[config.mk]
export PLATFORM = sky130hd
export DESIGN_NAME = multicycle_control_fsm
export DESIGN_NICKNAME = d
export VERILOG_FILES = /design/src/rtl/ctrl_pkg.sv /design/src/rtl/ctrl_opcode_decode.sv /design/src/rtl/multicycle_control_fsm.sv
export SDC_FILE = /design/constraint.sdc
export NUM_CORES = 1
export LEC_CHECK = 0
export BUFFER_PORTS_ARGS = -buffer_cell sky130_fd_sc_hd__buf_2
export CAP_MARGIN = 10
export CORE_MARGIN = 2
export CORE_UTILIZATION = 55
export DETAILED_ROUTE_END_ITERATION = 6
export PLACE_DENSITY_LB_ADDON = 0.2
export SLEW_MARGIN = 10
export SYNTH_ARGS = -nofsm -noshare
export SYNTH_HDL_FRONTEND = slang
export SYNTH_HIERARCHICAL = 1
export SYNTH_SLANG_ARGS = --single-unit
[constraint.sdc]
create_clock -name clk -period 3.2 [get_ports clk]
set_input_delay 0.48 -clock clk [delete_from_list [all_inputs] [get_ports clk]]
set_output_delay 0.48 -clock clk [all_outputs]
set_load 0.01 [all_outputs]
[src/rtl/ctrl_pkg.sv]
// Shared types and encodings for the multi-cycle control sequencer.
// States, instruction classes, opcodes and ALU operation codes.
package ctrl_pkg;

    typedef enum logic [2:0] {
        FETCH,
        DECODE,
        EXEC,
        MEM,
        WB,
        TRAP
    } state_e;

    typedef enum logic [2:0] {
        CLS_R,
        CLS_I,
        CLS_LOAD,
        CLS_STORE,
        CLS_BRANCH
    } iclass_e;

    localparam logic [6:0] OP_R      = 7'b0110011;
    localparam logic [6:0] OP_I      = 7'b0010011;
    localparam logic [6:0] OP_LOAD   = 7'b0000011;
    localparam logic [6:0] OP_STORE  = 7'b0100011;
    localparam logic [6:0] OP_BRANCH = 7'b1100011;

    localparam logic [1:0] ALU_OP_ADD   = 2'b00;
    localparam logic [1:0] ALU_OP_SUB   = 2'b01;
    localparam logic [1:0] ALU_OP_FUNCT = 2'b10;

endpackage

[src/rtl/ctrl_opcode_decode.sv]
// Combinational opcode classifier: maps instruction[6:0] to a class,
// flagging anything outside the supported subset as illegal.
module ctrl_opcode_decode
    import ctrl_pkg::*;
(
    input  logic [6:0] opcode_i,
    output iclass_e    cls_o,
    output logic       illegal_o
);

    always_comb begin
        cls_o     = CLS_R;
        illegal_o = 1'b0;
        unique case (1'b1)
            opcode_i == OP_R:      cls_o = CLS_R;
            opcode_i == OP_I:      cls_o = CLS_I;
            opcode_i == OP_LOAD:   cls_o = CLS_LOAD;
            opcode_i == OP_STORE:  cls_o = CLS_STORE;
            opcode_i == OP_BRANCH: cls_o = CLS_BRANCH;
            default:               illegal_o = 1'b1;
        endcase
    end

endmodule

[src/rtl/multicycle_control_fsm.sv]
// Multi-cycle RV64 control sequencer: FETCH/DECODE/EXEC/MEM/WB with
// memory handshakes, wait timeout, sticky traps and perf counters.
module multicycle_control_fsm
    import ctrl_pkg::*;
#(
    parameter int TIMEOUT = 255,
    parameter int CNT_W   = 64
) (
    input  logic             clk,
    input  logic             reset,
    input  logic [6:0]       opcode,
    input  logic             imem_ready,
    input  logic             dmem_ready,
    output logic             imem_req,
    output logic             dmem_req,
    output logic             ir_write,
    output logic             pc_write,
    output logic             branch,
    output logic             mem_read,
    output logic             mem_write,
    output logic             mem_to_reg,
    output logic [1:0]       alu_op,
    output logic             alu_src2_sel,
    output logic             wr_en,
    output logic             illegal_instr,
    output logic             bus_error,
    output logic [CNT_W-1:0] cycle_count,
    output logic [CNT_W-1:0] instret_count
);

    localparam int WAIT_W = $clog2(TIMEOUT + 1);
    localparam logic [WAIT_W-1:0] WAIT_LAST = WAIT_W'(TIMEOUT - 1);

    state_e            state_q, state_d;
    iclass_e           cls_q, cls_d;
    logic [WAIT_W-1:0] wait_q, wait_d;
    logic              ill_q, ill_d;
    logic              bus_q, bus_d;
    logic [CNT_W-1:0]  cyc_q, ret_q;

    iclass_e dec_cls;
    logic    dec_ill;

    logic       imem_req_c, dmem_req_c, ir_write_c, pc_write_c;
    logic       branch_c, mem_read_c, mem_write_c, mem_to_reg_c;
    logic [1:0] alu_op_c;
    logic       alu_src2_c, wr_en_c;

    ctrl_opcode_decode u_dec (
        .opcode_i  (opcode),
        .cls_o     (dec_cls),
        .illegal_o (dec_ill)
    );

    // wait_d defaults to zero so the counter is clear on every state entry
    always_comb begin
        state_d      = state_q;
        cls_d        = cls_q;
        wait_d       = '0;
        ill_d        = ill_q;
        bus_d        = bus_q;
        imem_req_c   = 1'b0;
        dmem_req_c   = 1'b0;
        ir_write_c   = 1'b0;
        pc_write_c   = 1'b0;
        branch_c     = 1'b0;
        mem_read_c   = 1'b0;
        mem_write_c  = 1'b0;
        mem_to_reg_c = 1'b0;
        alu_op_c     = ALU_OP_ADD;
        alu_src2_c   = 1'b0;
        wr_en_c      = 1'b0;
        unique case (state_q)
            FETCH: begin
                imem_req_c = 1'b1;
                if (imem_ready) begin
                    ir_write_c = 1'b1;
                    state_d    = DECODE;
                end else if (wait_q == WAIT_LAST) begin
                    bus_d   = 1'b1;
                    state_d = TRAP;
                end else begin
                    wait_d = wait_q + 1'b1;
                end
            end
            DECODE: begin
                cls_d = dec_cls;
                if (dec_ill) begin
                    ill_d   = 1'b1;
                    state_d = TRAP;
                end else begin
                    state_d = EXEC;
                end
            end
            EXEC: begin
                unique case (cls_q)
                    CLS_R: begin
                        alu_op_c = ALU_OP_FUNCT;
                        state_d  = WB;
                    end
                    CLS_I: begin
                        alu_op_c   = ALU_OP_FUNCT;
                        alu_src2_c = 1'b1;
                        state_d    = WB;
                    end
                    CLS_LOAD, CLS_STORE: begin
                        alu_src2_c = 1'b1;
                        state_d    = MEM;
                    end
                    CLS_BRANCH: begin
                        alu_op_c   = ALU_OP_SUB;
                        branch_c   = 1'b1;
                        pc_write_c = 1'b1;
                        state_d    = FETCH;
                    end
                    default: state_d = TRAP;
                endcase
            end
            MEM: begin
                dmem_req_c  = 1'b1;
                mem_read_c  = (cls_q == CLS_LOAD);
                mem_write_c = (cls_q == CLS_STORE);
                if (dmem_ready) begin
                    if (cls_q == CLS_LOAD) begin
                        state_d = WB;
                    end else begin
                        pc_write_c = 1'b1;
                        state_d    = FETCH;
                    end
                end else if (wait_q == WAIT_LAST) begin
                    bus_d   = 1'b1;
                    state_d = TRAP;
                end else begin
                    wait_d = wait_q + 1'b1;
                end
            end
            WB: begin
                wr_en_c      = 1'b1;
                mem_to_reg_c = (cls_q == CLS_LOAD);
                pc_write_c   = 1'b1;
                state_d      = FETCH;
            end
            TRAP: state_d = TRAP;
            default: state_d = TRAP;
        endcase
    end

    always_ff @(posedge clk) begin
        if (!reset) begin
            state_q <= FETCH;
            cls_q   <= CLS_R;
            wait_q  <= '0;
            ill_q   <= 1'b0;
            bus_q   <= 1'b0;
            cyc_q   <= '0;
            ret_q   <= '0;
        end else begin
            state_q <= state_d;
            cls_q   <= cls_d;
            wait_q  <= wait_d;
            ill_q   <= ill_d;
            bus_q   <= bus_d;
            if (state_q != TRAP) cyc_q <= cyc_q + CNT_W'(1);
            if (pc_write_c)      ret_q <= ret_q + CNT_W'(1);
        end
    end

    // Reset masks every strobe so an abandoned instruction writes nothing
    assign imem_req      = reset & imem_req_c;
    assign dmem_req      = reset & dmem_req_c;
    assign ir_write      = reset & ir_write_c;
    assign pc_write      = reset & pc_write_c;
    assign branch        = reset & branch_c;
    assign mem_read      = reset & mem_read_c;
    assign mem_write     = reset & mem_write_c;
    assign mem_to_reg    = reset & mem_to_reg_c;
    assign alu_op        = reset ? alu_op_c : 2'b00;
    assign alu_src2_sel  = reset & alu_src2_c;
    assign wr_en         = reset & wr_en_c;
    assign illegal_instr = ill_q;
    assign bus_error     = bus_q;
    assign cycle_count   = cyc_q;
    assign instret_count = ret_q;

endmodule

; ---- Word level (Yosys, flattened, before mapping)
; Cells that the tools add are included.
[totals]
regBits = 144
inputBits = 11
output_inout_bits = 142
word_cells = 81
[op_classes]
add_sub_neg = 3
eq_ne = 17
mux = 34
n_bitwise = 11
reduce_logical = 9
[op_table]
columns = op, n
row1 = adder 64 x 1 -> 64 bit (second input constant), 2
row2 = two-way mux 8 bit, 3
row3 = two-way mux 1 bit, 17
row4 = case mux 8 bit (2 select lines), 1
row5 = two-way mux 3 bit, 5
row6 = case mux 3 bit (5 select lines), 1
row7 = == test 7 x 6 -> 1 bit (second input constant), 2
row8 = == test 3 x 2 -> 1 bit (second input constant), 4
row9 = case mux 3 bit (4 select lines), 1
row10 = AND 1 bit, 10
row11 = case mux 3 bit (3 select lines), 1
row12 = adder 8 x 1 -> 8 bit (second input constant), 1
row13 = == test 8 bit (second input constant), 1
row14 = == test 7 x 2 -> 1 bit (second input constant), 1
row15 = == test 7 x 5 -> 1 bit (second input constant), 1
row16 = == test 7 bit (second input constant), 1
row17 = == test 3 x 1 -> 1 bit (second input constant), 2
row18 = == test 3 bit (second input constant), 2
row19 = zero test 3 bit, 2
row20 = OR reduction 5 bit, 1
row21 = two-way mux 2 bit, 2
row22 = inequality test 2 bit (second input constant), 2
row23 = case mux 2 bit (2 select lines), 1
row24 = OR reduction 2 bit, 2
row25 = 8 further kinds, 8

; ---- Depth between registers and ports, before layout
[depth]
ltp_word = 5
mapped_depth = 9
ltp_nobuf = 7

; ---- By module
; Netlist, hierarchy kept.
[modules_own_cells]
columns = module, n_inst, cells_each, area_each_um2, seq_area_each_um2
row1 = multicycle_control_fsm, 1, 876, 7106.8, 2882.8
row2 = ctrl_opcode_decode, 1, 8, 78.8, 0.0

; ---- Worst setup path after synthesis
; No wires, ideal clock.
[synth_path]
kind = reg2reg
from = register cls_q[0]
to = register ret_q[61] (netlist: instret_count[61])
setup_time_ns = 0.071
arrival_time_ns = 2.270
required_ns = 3.129
slack_ns = 0.859
stages_incl_launch_ff = 8
path_buffers = 2
synth_period_minus_slack_ns = 2.341
cell_sequence = dfxtp_1 -> buf_2 -> or3b_4 -> o21a_1 -> a2111o_1 -> buf_2 -> or4_1 -> a21oi_1
[synth_via]
elab_chain_cells = 4
word_cells_on_any_way = 6
cone_classes = eq/ne (2) / mux (4)
[synth_rtl]
columns = item, line
row1 = from (decl), multicycle_control_fsm.sv:35  ; iclass_e cls_q, cls_d;
row2 = from (signal assigned), multicycle_control_fsm.sv:159  ; cls_q <= cls_d;
row3 = == test 3 x 2 -> 1 bit, multicycle_control_fsm.sv:124  ; if (cls_q == CLS_LOAD) begin
row4 = two-way mux 1 bit, multicycle_control_fsm.sv:124
row5 = two-way mux 1 bit, multicycle_control_fsm.sv:123  ; if (dmem_ready) begin
row6 = case mux 1 bit (3 select lines) (*), multicycle_control_fsm.sv:73  ; unique case (state_q)
row7 = to (signal assigned), multicycle_control_fsm.sv:164  ; if (pc_write_c) ret_q <= ret_q + CNT_W'(1);
row8 = to (decl), multicycle_control_fsm.sv:39  ; logic [CNT_W-1:0] cyc_q, ret_q;
; Every way passes the cells marked *; elsewhere a longest branch is shown, timed or not.
; A chain may end at the register's enable or synchronous reset.

; ---- Worst setup path after layout
[layout_path]
from = register ret_q[19] (netlist: instret_count[19])
to = register ret_q[56] (netlist: instret_count[56])
[layout_via]
elab_chain_cells = 1
[layout_rtl]
columns = item, line
row1 = adder 64 x 1 -> 64 bit, multicycle_control_fsm.sv:164
; Every way passes these cells.

==> metrics.csv <==
stage;metric;value;unit
clocking;cts bufs inserted;17;
cells_and_area;Area Growth Syn to Fin;21.12;%
routing;Iteration-0 DRC Markers;459;
clocking;post-CTS resize count;0;
setup_path;WP data arrival;2.91;ns
die;Die H;118.3;µm
placed_design;global placer's final weighted congestion;0.8728;
synthesis;Ys Warns;6;
clocking;clock transition at the registers of the reported paths;0.06;ns
cells_and_area;multi-input logic area;4041;µm²
sta;minimum clock period;2.576;ns
clocking;Root Driver;clkbuf_16;
status;status;complete, no violations;
global_route;Total GRT Usage;25.30;%
cells_and_area;FF+latch area;2883;µm²
sta;unrepaired setup endpoints after global routing;no;
sta;final setup fails;0;
routing;vias;7010;
synthesis;area leader, netlist;dfxtp_1;
global_route;initial antenna violation count;0;
cells_and_area;final-layout fill cell count;1114;
synthesis;top cell type's share of synthesized area;40.12;%
synthesis;Post-Syn Instances;884;
clocking;worst-skew pair later-pin latency;0.41;ns
synthesis;synth unique cells;57;
power;Leak Pwr;3.140;nW
placed_design;Post-DP HPWL;12170;µm
routing;Residual DRC;0;
synthesis;EDFF count, synth;0;
die;core area;12670;µm²
cells_and_area;Nets;1043;
sta;clock skew;0.005539;ns
sta;slew margin rel.;42.08;%
die;die area;13990;µm²
setup_path;Setup CP Type;reg -> reg;
clocking;Clock Path Buffers;2;
synthesis;top_reg_cell synth;dfxtp_1;
sta;Final Max Tran Viols;0;
global_route;first-pass GRT wire length;29680;µm
cells_and_area;final core utilization;68.69;%
sta;Final Hold Viols;0;
sta;fmax;388.2;MHz
sta;part of the cycle the worst path needs;80.51;%
synthesis;asr flop ratio synth;0;%
cells_and_area;share of cells above drive strength 1;20.98;%
sta;Worst Tran Pin Value;0.8667;ns
clocking;Sink Count;144;
cells_and_area;Antenna Cells;0;
routing;final WL;17850;µm
placed_design;PortBufs;152;
power;worst vdd ir;0.0003195;V
clocking;H-tree Lvls;4;
min_path;Min-Delay Path Class;in -> reg;
job;max cap viols;0;
die;num ports;153;
setup_path;Critical Path RT;3.54;ns
power;total power;3.840;mW
synthesis;Area contributors post-synth;dfxtp_1 40%, a21oi_1 5.5%, nor2_1 4.9%;
synthesis;syn_area_per_cell;8.129;µm²
die;initial core utilization;56.71;%
clocking;setup bufs post-CTS;0;
power;pwr/cell area;441.2;nW/µm²
routing;drt wl/cell;14.74;µm
routing;Pre-antenna DRT Iters;6;
setup_path;Setup crit start kind;register;
synthesis;Mapped Area;7186;µm²
setup_path;crit-path max FO;30;
global_route;largest net degree at the start of global routing;58;
synthesis;sequential share of the synthesized area;40.12;%
sta;setup TNS;0;ns
routing;Routed Antenna Nets;0;
die;Core Rows;41;
synthesis;post-synth net total;899;
global_route;Overflow after GRT;0;
global_route;vias in the first global route;6219;
setup_path;Setup crit end kind;register;
routing;routed vias/inst;5.789;
clocking;CTS tree;done;
clocking;hold bufs inserted after CTS;0;
synthesis;register bit total from synthesis;144;
die;DIE WIDTH;118.3;µm
==> critical path, cell delays in order (launching register included) <==
cell and delay [ns]:
dfxtp_1 0.41, nand4_1 0.27, nor4_2 0.30, buf_4 0.19
nand2_1 0.50, or4_1 0.67, a21oi_1 0.16
==> metrics by stage <==
step	setup slack [ns]	area, µm²	instances	hold WS (ns)
2_1_floorplan	0.8592	7186	884	0.4297
3_3_place_gp	0.7376	8139	1181	0.4394
3_5_place_dp	0.6675	8139	1181	0.4497
4_1_cts	0.6324	8703	1211	0.3781
5_1_grt	0.4281	8703	1211	0.4097
6_report	0.6238	8703	1211	0.3917
==> logic make-up (layout without fill, tap and decap cells) <==
kind of cell,count (synthesis),after routing,share of synthesized area (%)
buffers and inverters,72,227,3.813
adder cells (fa/ha/maj),4,4,0.6965
AO/OA/AOI/OAI,187,187,16.00
AND/OR/NAND/NOR,416,416,31.92
XOR/XNOR,60,60,7.313
flip-flops,144,144,40.12
multiplexers,1,1,0.1393
==> routing by layer <==
metal / up-vias / routed length, µm / global-route usage, %
met5: - / 0 / 0
met4: 0 / 225 / 8.057
met3: 16 / 835 / 5.405
li1: 3529 / - / -
met1: 3314 / 8432 / 33.79
met2: 151 / 8358 / 40.82
==> area by class of cell <==
type	count	share of cell area, %
tap	172	2.473
timing repair buffer	170	10.29
inverter	27	1.193
multi-input combinational	668	46.43
sequential	144	33.12
clock inverter	6	0.9488
clock buffer	24	5.535
==> path summary, 6_finish.rpt <==
path / startpoint / endpoint / slack, ns / depth (start not counted)
hold / removal: opcode[4] / cls_q[2] / 0.39 / 4
setup reg to reg: instret_count[19] / instret_count[56] / 0.62 / 6
hold reg to reg: wait_q[0] / wait_q[0] / 0.46 / 1
setup / recovery: instret_count[19] / instret_count[56] / 0.62 / 6
==> where the power goes <==
| part | internal [mW] | total (mW) | switching (mW) |
|---|---|---|---|
| Clock | 1.20 | 1.91 | 0.710 |
| Combinational | 0.0378 | 0.117 | 0.0791 |
| Sequential | 1.80 | 1.82 | 0.0132 |
==> synthesized netlist by cell type (2+ instances only) <==
library cell	number
a2111oi_0	7
a211oi_1	5
a21o_1	4
a21oi_1	79
a31o_2	2
and2_1	4
and3_1	14
and3b_1	2
and4_1	7
buf_2	3
clkbuf_1	41
dfxtp_1	144
ha_1	4
inv_1	26
nand2_1	62
nand2b_1	8
nand3_1	53
nand3b_1	4
nand4_1	43
nand4b_1	5
nor2_1	94
nor2b_1	6
nor3_1	15
nor3_2	2
nor4_1	16
nor4_4	2
o2111ai_1	2
o21a_1	3
o21ai_0	42
o21bai_1	2
o22ai_1	2
o31ai_1	30
or2_2	5
or3_1	35
or4_1	30
or4b_2	2
xnor2_1	31
xor2_1	29
==> state kept, by name, indices dropped and copies added (netlist names) <==
register / flops
state_q: 3
instret_count: 64
illegal_instr: 1
bus_error: 1
cycle_count: 64
cls_q: 3
wait_q: 8
==> layout by cell type, fill, tap and decap left out, types with 8 or more instances in the layout <==
cell type and count:
dfxtp_1 144, nor2_1 94, a21oi_1 79, o21ai_0 42
or3_1 35, nand2_1 62, nand2b_1 8, buf_2 152
nor4_1 15, nor3_1 15, xor2_1 29, nand3_1 53
clkbuf_16 17, o31ai_1 30, or4_1 30, nand4_1 43
buf_4 18, xnor2_1 31, and3_1 14, inv_1 26
(Power assumes the default switching activity.)
